### config.mk
export PLATFORM = sky130hd
export DESIGN_NAME = qdrop
export DESIGN_NICKNAME = d
export VERILOG_FILES = /design/src/rtl/qdrop_pkg.sv /design/src/rtl/qdrop_oreg.sv /design/src/rtl/qdrop.sv
export SDC_FILE = /design/constraint.sdc
export NUM_CORES = 1
export LEC_CHECK = 0
export ABC_AREA = 1
export CELL_PAD_IN_SITES_DETAIL_PLACEMENT = 1
export CELL_PAD_IN_SITES_GLOBAL_PLACEMENT = 1
export CORE_MARGIN = 10
export CORE_UTILIZATION = 30
export DETAILED_ROUTE_END_ITERATION = 10
export GPL_TIMING_DRIVEN = 0
export PLACE_DENSITY = 0.82
export SETUP_SLACK_MARGIN = 0.5
export SYNTH_ARGS = -nofsm -noshare
export SYNTH_HDL_FRONTEND = slang
export SYNTH_SLANG_ARGS = --single-unit
### constraint.sdc
create_clock -name clk -period 1.8 [get_ports clk]
set_clock_uncertainty 0.2 [all_clocks]
set_input_delay 0.27 -clock clk [delete_from_list [all_inputs] [get_ports clk]]
set_output_delay 0.27 -clock clk [all_outputs]
set_load 0.005 [all_outputs]
### src/rtl/qdrop_pkg.sv
// qdrop_pkg: shared definitions for the qdrop block.
//   EOT_SUB / EOT_ALL   end-of-transaction codes carried in the top two bits of a word
//   qdrop_mode_t        SKIP (still discarding leading sub-transactions) or PASS
//   QDROP_WORD_T(W)     packed {eot[1:0], data[W-1:0]} word layout
//   ends_sub/ends_outer helpers to decode an eot field
`ifndef QDROP_PKG_SV
`define QDROP_PKG_SV

// Width-parameterised word layout; a macro because a package typedef cannot
// depend on a module parameter.
`define QDROP_WORD_T(W) struct packed { logic [1:0] eot; logic [(W)-1:0] data; }

package qdrop_pkg;

    localparam logic [1:0] EOT_SUB = 2'b01;
    localparam logic [1:0] EOT_ALL = 2'b11;

    typedef enum logic {
        SKIP = 1'b0,
        PASS = 1'b1
    } qdrop_mode_t;

    function automatic logic ends_sub(input logic [1:0] eot);
        return (eot & EOT_SUB) == EOT_SUB;
    endfunction

    function automatic logic ends_outer(input logic [1:0] eot);
        return eot == EOT_ALL;
    endfunction

endpackage

`endif

### src/rtl/qdrop_oreg.sv
// qdrop_oreg: single-entry valid/ready output register.
//   clk, rst     clock, synchronous active-high reset
//   load         capture load_data this cycle
//   load_data    word to capture
//   drain        downstream ready
//   space        register can accept a load this cycle (empty or draining)
//   valid, data  registered output word
module qdrop_oreg #(
    parameter int W = 10
) (
    input  logic         clk,
    input  logic         rst,
    input  logic         load,
    input  logic [W-1:0] load_data,
    input  logic         drain,
    output logic         space,
    output logic         valid,
    output logic [W-1:0] data
);

    logic         valid_reg;
    logic [W-1:0] data_reg;

    // A load wins over a drain so a word leaving and a word arriving in the
    // same cycle keeps the register full.
    always_ff @(posedge clk) begin
        if (rst) begin
            valid_reg <= 1'b0;
        end else if (load) begin
            valid_reg <= 1'b1;
        end else if (drain) begin
            valid_reg <= 1'b0;
        end
    end

    always_ff @(posedge clk) begin
        if (load) begin
            data_reg <= load_data;
        end
    end

    assign space = !valid_reg || drain;
    assign valid = valid_reg;
    assign data  = data_reg;

endmodule

### src/rtl/qdrop.sv
// qdrop: drops the first cfg_data sub-transactions of every outer transaction of a
// 2-level queue and forwards the rest unchanged through a registered output.
//   clk, rst                          clock, synchronous active-high reset
//   cfg_valid, cfg_ready, cfg_data    drop count N; acknowledged with the outer terminator
//   din_valid, din_ready, din_data    input queue {eot[1:0], data}
//   dout_valid, dout_ready, dout_data output queue {eot[1:0], data}
module qdrop
    import qdrop_pkg::*;
#(
    parameter int W_DATA = 8,
    parameter int W_CFG  = 4
) (
    input  logic              clk,
    input  logic              rst,
    input  logic              cfg_valid,
    output logic              cfg_ready,
    input  logic [W_CFG-1:0]  cfg_data,
    input  logic              din_valid,
    output logic              din_ready,
    input  logic [W_DATA+1:0] din_data,
    output logic              dout_valid,
    input  logic              dout_ready,
    output logic [W_DATA+1:0] dout_data
);

    typedef `QDROP_WORD_T(W_DATA) word_t;

    word_t             din_word;
    qdrop_mode_t       mode;
    logic [W_CFG-1:0]  cnt_reg;
    logic              drop;
    logic              terminator;
    logic              xfer;
    logic              load;
    logic              oreg_space;

    assign din_word = din_data;

    // A word is discarded only while still skipping and only if it is not an
    // outer terminator, so the consumer always sees the end of every outer
    // transaction. Discarded words never touch the output register, which is
    // why their acceptance ignores dout_ready.
    always_comb begin
        mode       = (cnt_reg != cfg_data) ? SKIP : PASS;
        terminator = ends_outer(din_word.eot);
        drop       = (mode == SKIP) && !din_word.eot[1];
        din_ready  = 1'b0;
        if (!rst && cfg_valid) begin
            din_ready = drop ? 1'b1 : oreg_space;
        end
        xfer      = din_valid && din_ready;
        load      = xfer && !drop;
        cfg_ready = xfer && terminator;
    end

    // Counts dropped sub-transactions; it only advances in SKIP so it stops at
    // cfg_data and cannot wrap. The terminator clears it for the next config.
    always_ff @(posedge clk) begin
        if (rst) begin
            cnt_reg <= '0;
        end else if (xfer && terminator) begin
            cnt_reg <= '0;
        end else if (xfer && drop && ends_sub(din_word.eot)) begin
            cnt_reg <= cnt_reg + 1'b1;
        end
    end

    qdrop_oreg #(
        .W(W_DATA + 2)
    ) u_oreg (
        .clk       (clk),
        .rst       (rst),
        .load      (load),
        .load_data (din_word),
        .drain     (dout_ready),
        .space     (oreg_space),
        .valid     (dout_valid),
        .data      (dout_data)
    );

endmodule

Yosys cells after proc, flatten, opt, wreduce, memory -nomap -nowiden

Cells that the tools add are included.

$add $sub $neg: 1
Equality and inequality tests: 2
Muxes and demuxes: 4
Reductions and logical operators: 14

Operators by type and width:

| kind                                         | count |
|---|---|
| logical AND 1 bit                            | 7 |
| adder 4 x 1 -> 4 bit (second input constant) | 1 |
| zero test 1 bit                              | 4 |
| two-way mux 1 bit                            | 4 |
| inequality test 4 bit                        | 1 |
| equality test 2 bit (second input constant)  | 1 |
| nonzero test 2 bit                           | 1 |
| OR reduction 2 bit                           | 1 |
| logical OR 1 bit                             | 1 |

Register bits after elaboration: 15
Input bits: 19

Depth between registers and ports, before layout

Gate-level depths: netlist of run 1.

Word-level depth: 7
Mapped depth: 12
Depth with buffers taken out: 12

Modules after synthesis

From an unflattened synthesis of run 1, not the netlist that was laid out.

Cell total of the unflattened synthesis: 84
Area, all modules: 755.7 um2

Modules (own cells, without submodules):

| module     | times used | cells each | area an instance (um2) | seq. area each (um2) |
|---|---|---|---|---|
| qdrop      | 1          | 69         | 412.9                  | 80.1 |
| qdrop_oreg | 1          | 15         | 342.8                  | 320.3 |

Least setup slack after synthesis of run 1

No wires, ideal clock.

Path kind: flip-flop to flip-flop
From: register cnt_reg[2]
To: register u_oreg.data_reg[0] (netlist: u_oreg.data[0]), enable pin
Library setup time: 0.313 ns
Data arrival time: 1.082 ns
Required time: 1.287 ns
Setup slack: 0.205 ns
Cell stages (with the launch flop): 9
Buffers on the path: 0
Clock period less this slack: 1.595 ns
Cells stage by stage: dfxtp_1 nand2_1 nand2_1 nor2_2 nand2_2 nand2_4 a21oi_4 nand3_1 inv_2

Word-level cells in the longest chain between the ends: 6
Elaborated cells on any way between the ends: 7

RTL lines:

| element                | RTL line         | text |
|---|---|---|
| start, declared        | qdrop.sv:30      | `logic [W_CFG-1:0] cnt_reg;` |
| start signal, assigned | qdrop.sv:64      | `cnt_reg <= cnt_reg + 1'b1;` |
| inequality test 4 bit  | qdrop.sv:44      | `mode = (cnt_reg != cfg_data) ? SKIP : PASS;` |
| logical AND 1 bit      | qdrop.sv:46      | `drop = (mode == SKIP) && !din_word.eot[1];` |
| two-way mux 1 bit      | qdrop.sv:49      | `din_ready = drop ? 1'b1 : oreg_space;` |
| two-way mux 1 bit      | qdrop.sv:48      | `if (!rst && cfg_valid) begin` |
| via din_ready          | qdrop.sv:19      | `output logic din_ready,` |
| logical AND 1 bit      | qdrop.sv:51      | `xfer = din_valid && din_ready;` |
| logical AND 1 bit      | qdrop.sv:52      | `load = xfer && !drop;` |
| via load               | qdrop.sv:34      | `logic load;` |
| end signal, assigned   | qdrop_oreg.sv:38 | `data_reg <= load_data;` |
| end, declared          | qdrop_oreg.sv:22 | `logic [W-1:0] data_reg;` |

The timed path passes the listed nets, and every way through them passes these cells.
A chain may end at the register's enable or synchronous reset.

Worst setup path in the final report of run 1

From: register cnt_reg[0]
To: output port din_ready

Word-level cells in the longest chain between the ends: 4

RTL lines:

| element               | RTL line |
|---|---|
| inequality test 4 bit | qdrop.sv:44 |
| logical AND 1 bit     | qdrop.sv:46 |
| two-way mux 1 bit     | qdrop.sv:49 |
| two-way mux 1 bit     | qdrop.sv:48 |
| end, declared         | qdrop.sv:19 |

Every way passes these cells.

==> summary.txt, run 1 <==
Die
  – Core area: 2480 sq um
  – FP Rows: 18
  – I/O pin count: 32
  – Chip Height: 70.9 um
  – Die X: 70.9 um
  – Initial core utilization: 0.314
  – Die Area: 5030 sq um

Routing
  – Top sig layer: met3
  – Met1 wire length: 890 um
  – Post-route ant nets: 0
  – Drt wl/cell: 13.8 um
  – DRC viols: 0
  – First-pass DRT Iterations: 2
  – Vias/cell: 4.33
  – WL met3: 183 um
  – Drt initial violations: 12
  – Final wirelength: 2180 um
  – DR vias: 684
  – WL met2: 1110 um

Run
  – Max-cap viol count: 0

STA
  – Final WS setup: -0.0323 ns
  – RSZ-0062 raised after global routing: yes
  – Final Hold Vio Count: 0
  – Final setup viols: 12
  – Max Freq: 546 MHz
  – Post-route setup TNS: -0.256 ns
  – Rel. slew slack: 0.744
  – Slew of the pin with the lowest slew margin: 0.383 ns
  – Final period util: 1.02
  – Final min period: 1.83 ns
  – Max-slew violations: 0

Clock tree
  – Clk buf depth: 2
  – Clk sinks: 15
  – Worst-skew pair later-pin latency: 0.27 ns
  – Root buffer cell: clkbuf_4
  – Total CTS buffers: 3
  – Clock-pin slew on the worst setup and hold paths: 0.09 ns
  – CTS tree: done
  – H-tree Lvls: 1

Outcome
  – Violated checks: setup timing
  – Status: finished, violations left

Final layout
  – Ant. Diodes: 0
  – Final net count: 149
  – Non-filler cells, final: 158
  – Share of cells above drive strength 1: 0.438
  – Area grow syn2layout: 57.9%
  – Fillers: 306
  – Max reg flops: 10

Critical path
  – Peak fanout along the critical path: 3
  – CP Class: reg2out
  – Max incr delay on CP: 0.36 ns
  – CP bufs+invs: 3
  – Data required time of the worst path: 1.33 ns
  – R2R Setup Slk: -0.03 ns
  – Worst path cell trace: inv_2 > nand2_1 > nand2_1 > nor2_2 > nand2_2 > nand2_4 > buf_12 > a21oi_4 > buf_2
  – Startpoint Class: register
  – CP Capture Type: output pin
  – CP arrival: 1.36 ns
  – Top delay family on crit path: flip-flops
  – Stages on worst setup path: 9
  – CP dominant cell by count: nand2_1
  – Worst reg-to-reg path cell count: 11
  – Critical path's slowest cell: dfxtp_4

Synth
  – Synth unique cells: 19
  – Register area share after synthesis: 0.514
  – Yosys warns: 0
  – Post-synth ARST share: 0
  – Syn Nets: 103
  – Syn Std Cell Area: 778 sq um
  – EDFF count, synth: 10
  – Mapped Avg Cell Area: 9.38 sq um
  – Predominant post-synthesis flop cell: edfxtp_1
  – Post-synthesis register bit count: 15
  – Post-Syn Instances: 83

Place
  – Hpwl dp: 1800 um
  – GPL Wtd Cong: 0.750
  – Port Buffers: 31
  – Total placed cells including tap cells: 144

Global routing
  – Global route overflow: 0
  – Initial antenna violation count: 0
  – Gr usage total: 0.0867
  – Vias in the first global route: 779
  – Largest net degree at the start of global routing: 9
  – Global-route wire length before repair: 3620 um

Hold path
  – Hold depth: 2
  – Worst min path class: reg2reg

Power
  – Worst VDD drop: 354 uV
  – Power Density: 557 nW/um^2
  – LEAKAGE: 0.550 nW
cells in the final DEF, fill, tap and decap left out:
cell / n
inv_2: 6
edfxtp_1: 10
nand3_4: 1
nor2_2: 7
buf_6: 3
dlygate4sd2_1: 4
nand4_4: 2
buf_2: 11
nand2_1: 22
nand4_1: 2
nor2_4: 1
inv_4: 1
dfxtp_2: 3
clkinv_1: 1
ha_1: 1
nand3_1: 2
clkbuf_1: 1
clkdlybuf4s50_1: 14
inv_1: 10
nand2_4: 3
nand2_2: 2
xor2_1: 1
nor2_8: 1
nor2_1: 4
clkinvlp_4: 1
clkbuf_4: 3
buf_12: 1
a21oi_4: 1
dfxtp_4: 2
buf_4: 7
metrics by stage:
step | hold WS (ns) | power, mW | util | setup WS [ns] | area [sq um]
floorplan | 0.137 | 0.430 | - | 0.228 | 798
global placement | 0.330 | 0.492 | 0.463 | -0.554 | 1150
detailed placement | 0.342 | 0.498 | 0.463 | -0.586 | 1150
CTS | 0.345 | 0.695 | 0.488 | -0.0522 | 1210
global route | 0.328 | 0.725 | 0.496 | -0.159 | 1230
finish | 0.340 | 0.684 | 0.496 | -0.0323 | 1230
worst reg2reg max path, stage by stage, from the launching register on:
cell        delay, ns
dfxtp_4          0.36
inv_2            0.05
nand2_1          0.04
nand2_1          0.07
nor2_2           0.05
nand2_2          0.07
nand2_4          0.07
buf_12           0.13
a21oi_4          0.12
buf_4            0.15
nand3_4          0.10
clkinvlp_4       0.15
kinds of logic (layout without fill, tap and decap cells):
logic type | count (synthesis) | count (layout) | synth area share
simple gates | 47 | 47 | 0.350
fa+ha+maj | 1 | 1 | 0.0161
compound gates | 1 | 1 | 0.0209
xor+xnor | 1 | 1 | 0.0113
flops | 15 | 15 | 0.514
buf+inv | 18 | 63 | 0.0868
per-layer routing:
| metal | GRT usage | up-vias |
|---|---|---|
| li1 | - | 347 |
| met2 | 0.161 | 25 |
| met1 | 0.0896 | 312 |
| met3 | 0.0363 | 0 |
| met4 | 0.0129 | 0 |
| met5 | 0 | - |
what timing repair did:
| item | CTS | global route |
|---|---|---|
| pin swaps | 11 | 3 |
| hold buffers | 0 | 0 |
| endpoints found under the setup margin | 28 | 19 |
| setup buffers | 8 | 1 |
| gates cloned | 1 | 0 |
| gates resized for setup | 65 | 4 |
final cells by class:
type | count | area, sq um | share of cell area
Inverter | 18 | 70.1 | 0.0570
Clock buffer | 4 | 26.3 | 0.0214
Tap cell | 30 | 37.5 | 0.0305
Multi-Input combinational cell | 50 | 339 | 0.276
Sequential cell | 15 | 412 | 0.335
Timing Repair inverter | 1 | 7.51 | 0.00611
Timing Repair Buffer | 40 | 337 | 0.274
cell usage after synthesis, types with 2 or more instances:
| master | count | area, sq um |
|---|---|---|
| inv_2 | 3 | 11.3 |
| nand4_1 | 2 | 12.5 |
| nor2_1 | 6 | 22.5 |
| nand2_1 | 23 | 86.3 |
| nor2_2 | 5 | 31.3 |
| inv_1 | 14 | 52.6 |
| edfxtp_1 | 10 | 300 |
| nand3_1 | 3 | 15.0 |
| dfxtp_1 | 5 | 100 |
| nand2_4 | 3 | 33.8 |
power by group:
group | internal (mW) | leakage, nW | switching [mW] | total (mW)
clock | 0.0856 | 0.0150 | 0.101 | 0.186
combinational | 0.0659 | 0.400 | 0.0578 | 0.124
sequential | 0.372 | 0.134 | 0.00271 | 0.374
total | 0.523 | 0.550 | 0.161 | 0.684
worst paths after layout:
kind / from / end
setup / recovery: cnt_reg[0] / din_ready
hold / removal: cnt_reg[2] / cnt_reg[2]
setup reg to reg: cnt_reg[0] / u_oreg.data[7]
hold reg to reg: cnt_reg[2] / cnt_reg[2]
No activity file was read; power rests on OpenSTA's default activity.
==> inputs of run 2 (changes only) <==
--- a/config.mk
+++ b/config.mk
@@ -12,7 +12,7 @@
 export CORE_UTILIZATION = 30
 export DETAILED_ROUTE_END_ITERATION = 10
 export GPL_TIMING_DRIVEN = 0
-export PLACE_DENSITY = 0.82
+export PLACE_DENSITY = 0.77
 export SETUP_SLACK_MARGIN = 0.5
 export SYNTH_ARGS = -nofsm -noshare
 export SYNTH_HDL_FRONTEND = slang
==> run 2 against run 1 <==
Compared with the run above: the run still ends with setup timing left; critical path depth did not move; design area rose by 3.4%; total power rose by 3.8%; largest cell class unchanged; largest power group unchanged.
==> summary.txt, run 2 (synthesis results as in run 1) <==
Final layout
  – Most frequent cells in the layout: 21 x nand2_1, 14 x clkdlybuf4s50_1, 12 x buf_2, 12 x buf_4
  – Multi-input logic area: 344 sq um (+1.5%)
  – Ant. Diodes: 0 (unchanged)
  – Share of cells above drive strength 1: 0.485 (+0.0476)
  – Max reg flops: 10 (unchanged)
  – Final Util: 0.513 (+0.0167)
  – Final net count: 155 (+4.0%)
  – Final Instance Area: 1270 sq um (+3.4%)
  – Fillers: 305 (-0.33%)
  – Commonest non-fill, non-tap cell in the layout: nand2_1
  – FF/Latch Area: 412 sq um (unchanged)
  – Area grow syn2layout: 63.2%

Die
  – FP Rows: 18 (unchanged)
  – Die X: 70.9 um (unchanged)
  – I/O pin count: 32 (unchanged)
  – Initial core utilization: 0.314 (unchanged)
  – Die Area: 5030 sq um (unchanged)
  – Chip Height: 70.9 um (unchanged)
  – Core area: 2480 sq um (unchanged)

STA
  – Final min period: 1.89 ns (+0.0601 ns)
  – Hold_ws: 0.318 ns (-0.0225 ns)
  – Slew of the pin with the lowest slew margin: 0.394 ns (+0.0109 ns)
  – RSZ-0062 raised after global routing: yes
  – Max Freq: 528 MHz (-3.2%)
  – Final setup viols: 14 (+2)
  – Final period util: 1.05 (+0.0334)
  – Rel. slew slack: 0.737 (-0.00731)
  – Final Hold Vio Count: 0 (unchanged)
  – Max-slew violations: 0 (unchanged)
  – Final WS setup: -0.0924 ns (-0.0601 ns)

Critical path
  – Startpoint Class: register
  – CP Capture Type: output pin
  – CP arrival: 1.42 ns (+0.06 ns)
  – Data required time of the worst path: 1.33 ns (about the same)
  – CP Class: reg2out
  – Peak fanout along the critical path: 3 (unchanged)

Clock tree
  – Worst-skew pair later-pin latency: 0.30 ns (+0.03 ns)
  – Clk sinks: 15 (unchanged)
  – H-tree Lvls: 1 (unchanged)
  – Clock-pin slew on the worst setup and hold paths: 0.10 ns (about the same)
  – Clk buf depth: 2 (unchanged)
  – Total CTS buffers: 3 (unchanged)
  – Root buffer cell: clkbuf_4
  – CTS tree: done

Routing
  – Post-route ant nets: 0 (unchanged)
  – Vias/cell: 4.38 (+1.1%)
  – First-pass DRT Iterations: 2 (unchanged)
  – DR vias: 718 (+5.0%)
  – Drt initial violations: 5 (-7)
  – Final wirelength: 2430 um (+11%)
  – DRC viols: 0 (unchanged)
  – Drt wl/cell: 14.8 um (+7.1%)

Power
  – Cell-internal power: 0.523 mW (about the same)
  – Worst VDD drop: 220 uV (-38%)
  – Clock Power Share: 0.290 (+0.018)
  – Comb pwr share: 0.184 (+0.003)
  – Power Density: 559 nW/um^2 (+0.46%)
  – Net switching power figure: 0.187 mW (+16%)
  – Switch share: 0.263 (+0.0280)
  – Total chip power: 0.710 mW (+3.8%)
  – Sequential share of power: 0.526 (-0.021)
  – LEAKAGE: 0.585 nW (+6.4%)

Global routing
  – Global route overflow: 0 (unchanged)
  – Vias in the first global route: 770 (-1.2%)
  – Global-route wire length before repair: 3460 um (-4.6%)
  – Gr usage total: 0.0852 (-0.00151)
  – Initial antenna violation count: 0 (unchanged)
  – Largest net degree at the start of global routing: 12 (+3)

Place
  – Placed cell area: 1150 sq um (unchanged)
  – GPL Wtd Cong: 0.764 (+1.9%)
  – Port Buffers: 31 (unchanged)
  – Hpwl dp: 1650 um (-8.4%)

Outcome
  – Violated checks: setup timing
  – Status: finished, violations left

Run
  – Max-cap viol count: 0 (unchanged)

Hold path
  – Worst min path class: in2reg
-- run 2: cell count changes in the layout (fill, tap and decap cells not counted), sizes merged --
cell,change
clkinvlp,-1
clkinv,+2
clkbuf,-1
buf,+6
-- run 2: final timing paths --
path	start	endpoint	slack (ns)	cells past startpoint
max	cnt_reg[3]	din_ready	-0.09	9
min	din_data[0]	u_oreg.data[0]	0.32	1
max reg2reg	cnt_reg[3]	u_oreg.data[1]	-0.06	11
min reg2reg	cnt_reg[2]	cnt_reg[2]	0.35	3
-- run 2: critical path, stage by stage (launching register included) --
cell and delay, ns:
dfxtp_2 0.34, inv_2 0.06, nand2_1 0.05, nand2_1 0.07, nor2_2 0.04, nand2_2 0.08
nand2_4 0.07, buf_6 0.12, a21oi_4 0.15, buf_2 0.13
-- run 2: repair_timing --
item / in CTS / in global routing
pin swaps: 14 / 14
endpoints found under the hold margin: 0 / 0
endpoints found under the setup margin: 28 / 21
cloned: 0 / 1
buffers inserted: 8 / 7
resized for setup: 62 / 13
hold buffers: 0 / 0
-- run 2: power by group through the flow --
stage	sequential, mW	clock [mW]	combinational, mW
after global routing	0.375	0.227	0.142
after global placement	0.385	0	0.109
after detailed placement	0.385	0	0.112
after floorplan	0.386	0	0.0442
final	0.374	0.206	0.130
after CTS	0.375	0.200	0.119
-- run 2: area by class of cell --
class                           instances  area share
Clock buffer                            3      0.0177
Clock inverter                          1     0.00394
Inverter                               18      0.0571
Multi-Input combinational cell         50       0.271
Sequential cell                        15       0.324
Tap cell                               30      0.0296
Timing Repair Buffer                   46       0.292
Timing Repair inverter                  1     0.00493
-- run 2: layer usage --
metal  up-vias  wire length, um  track usage  share of wire
li1        361                -            -              -
met1       322              953       0.0861           0.39
met2        29             1250        0.156           0.51
met3         6              175       0.0335          0.072
met4         0               51       0.0258          0.021
met5         -                0            0              0
-- run 2: through the flow --
step | setup WS [ns] | std cells | TNS (ns)
final | -0.0924 | 164 | -0.691
after global routing | -0.161 | 164 | -1.90
after CTS | -0.0656 | 156 | -0.0656
after detailed placement | -0.591 | 144 | -4.80
after global placement | -0.582 | 144 | -4.50
after floorplan | 0.228 | 83 | 0
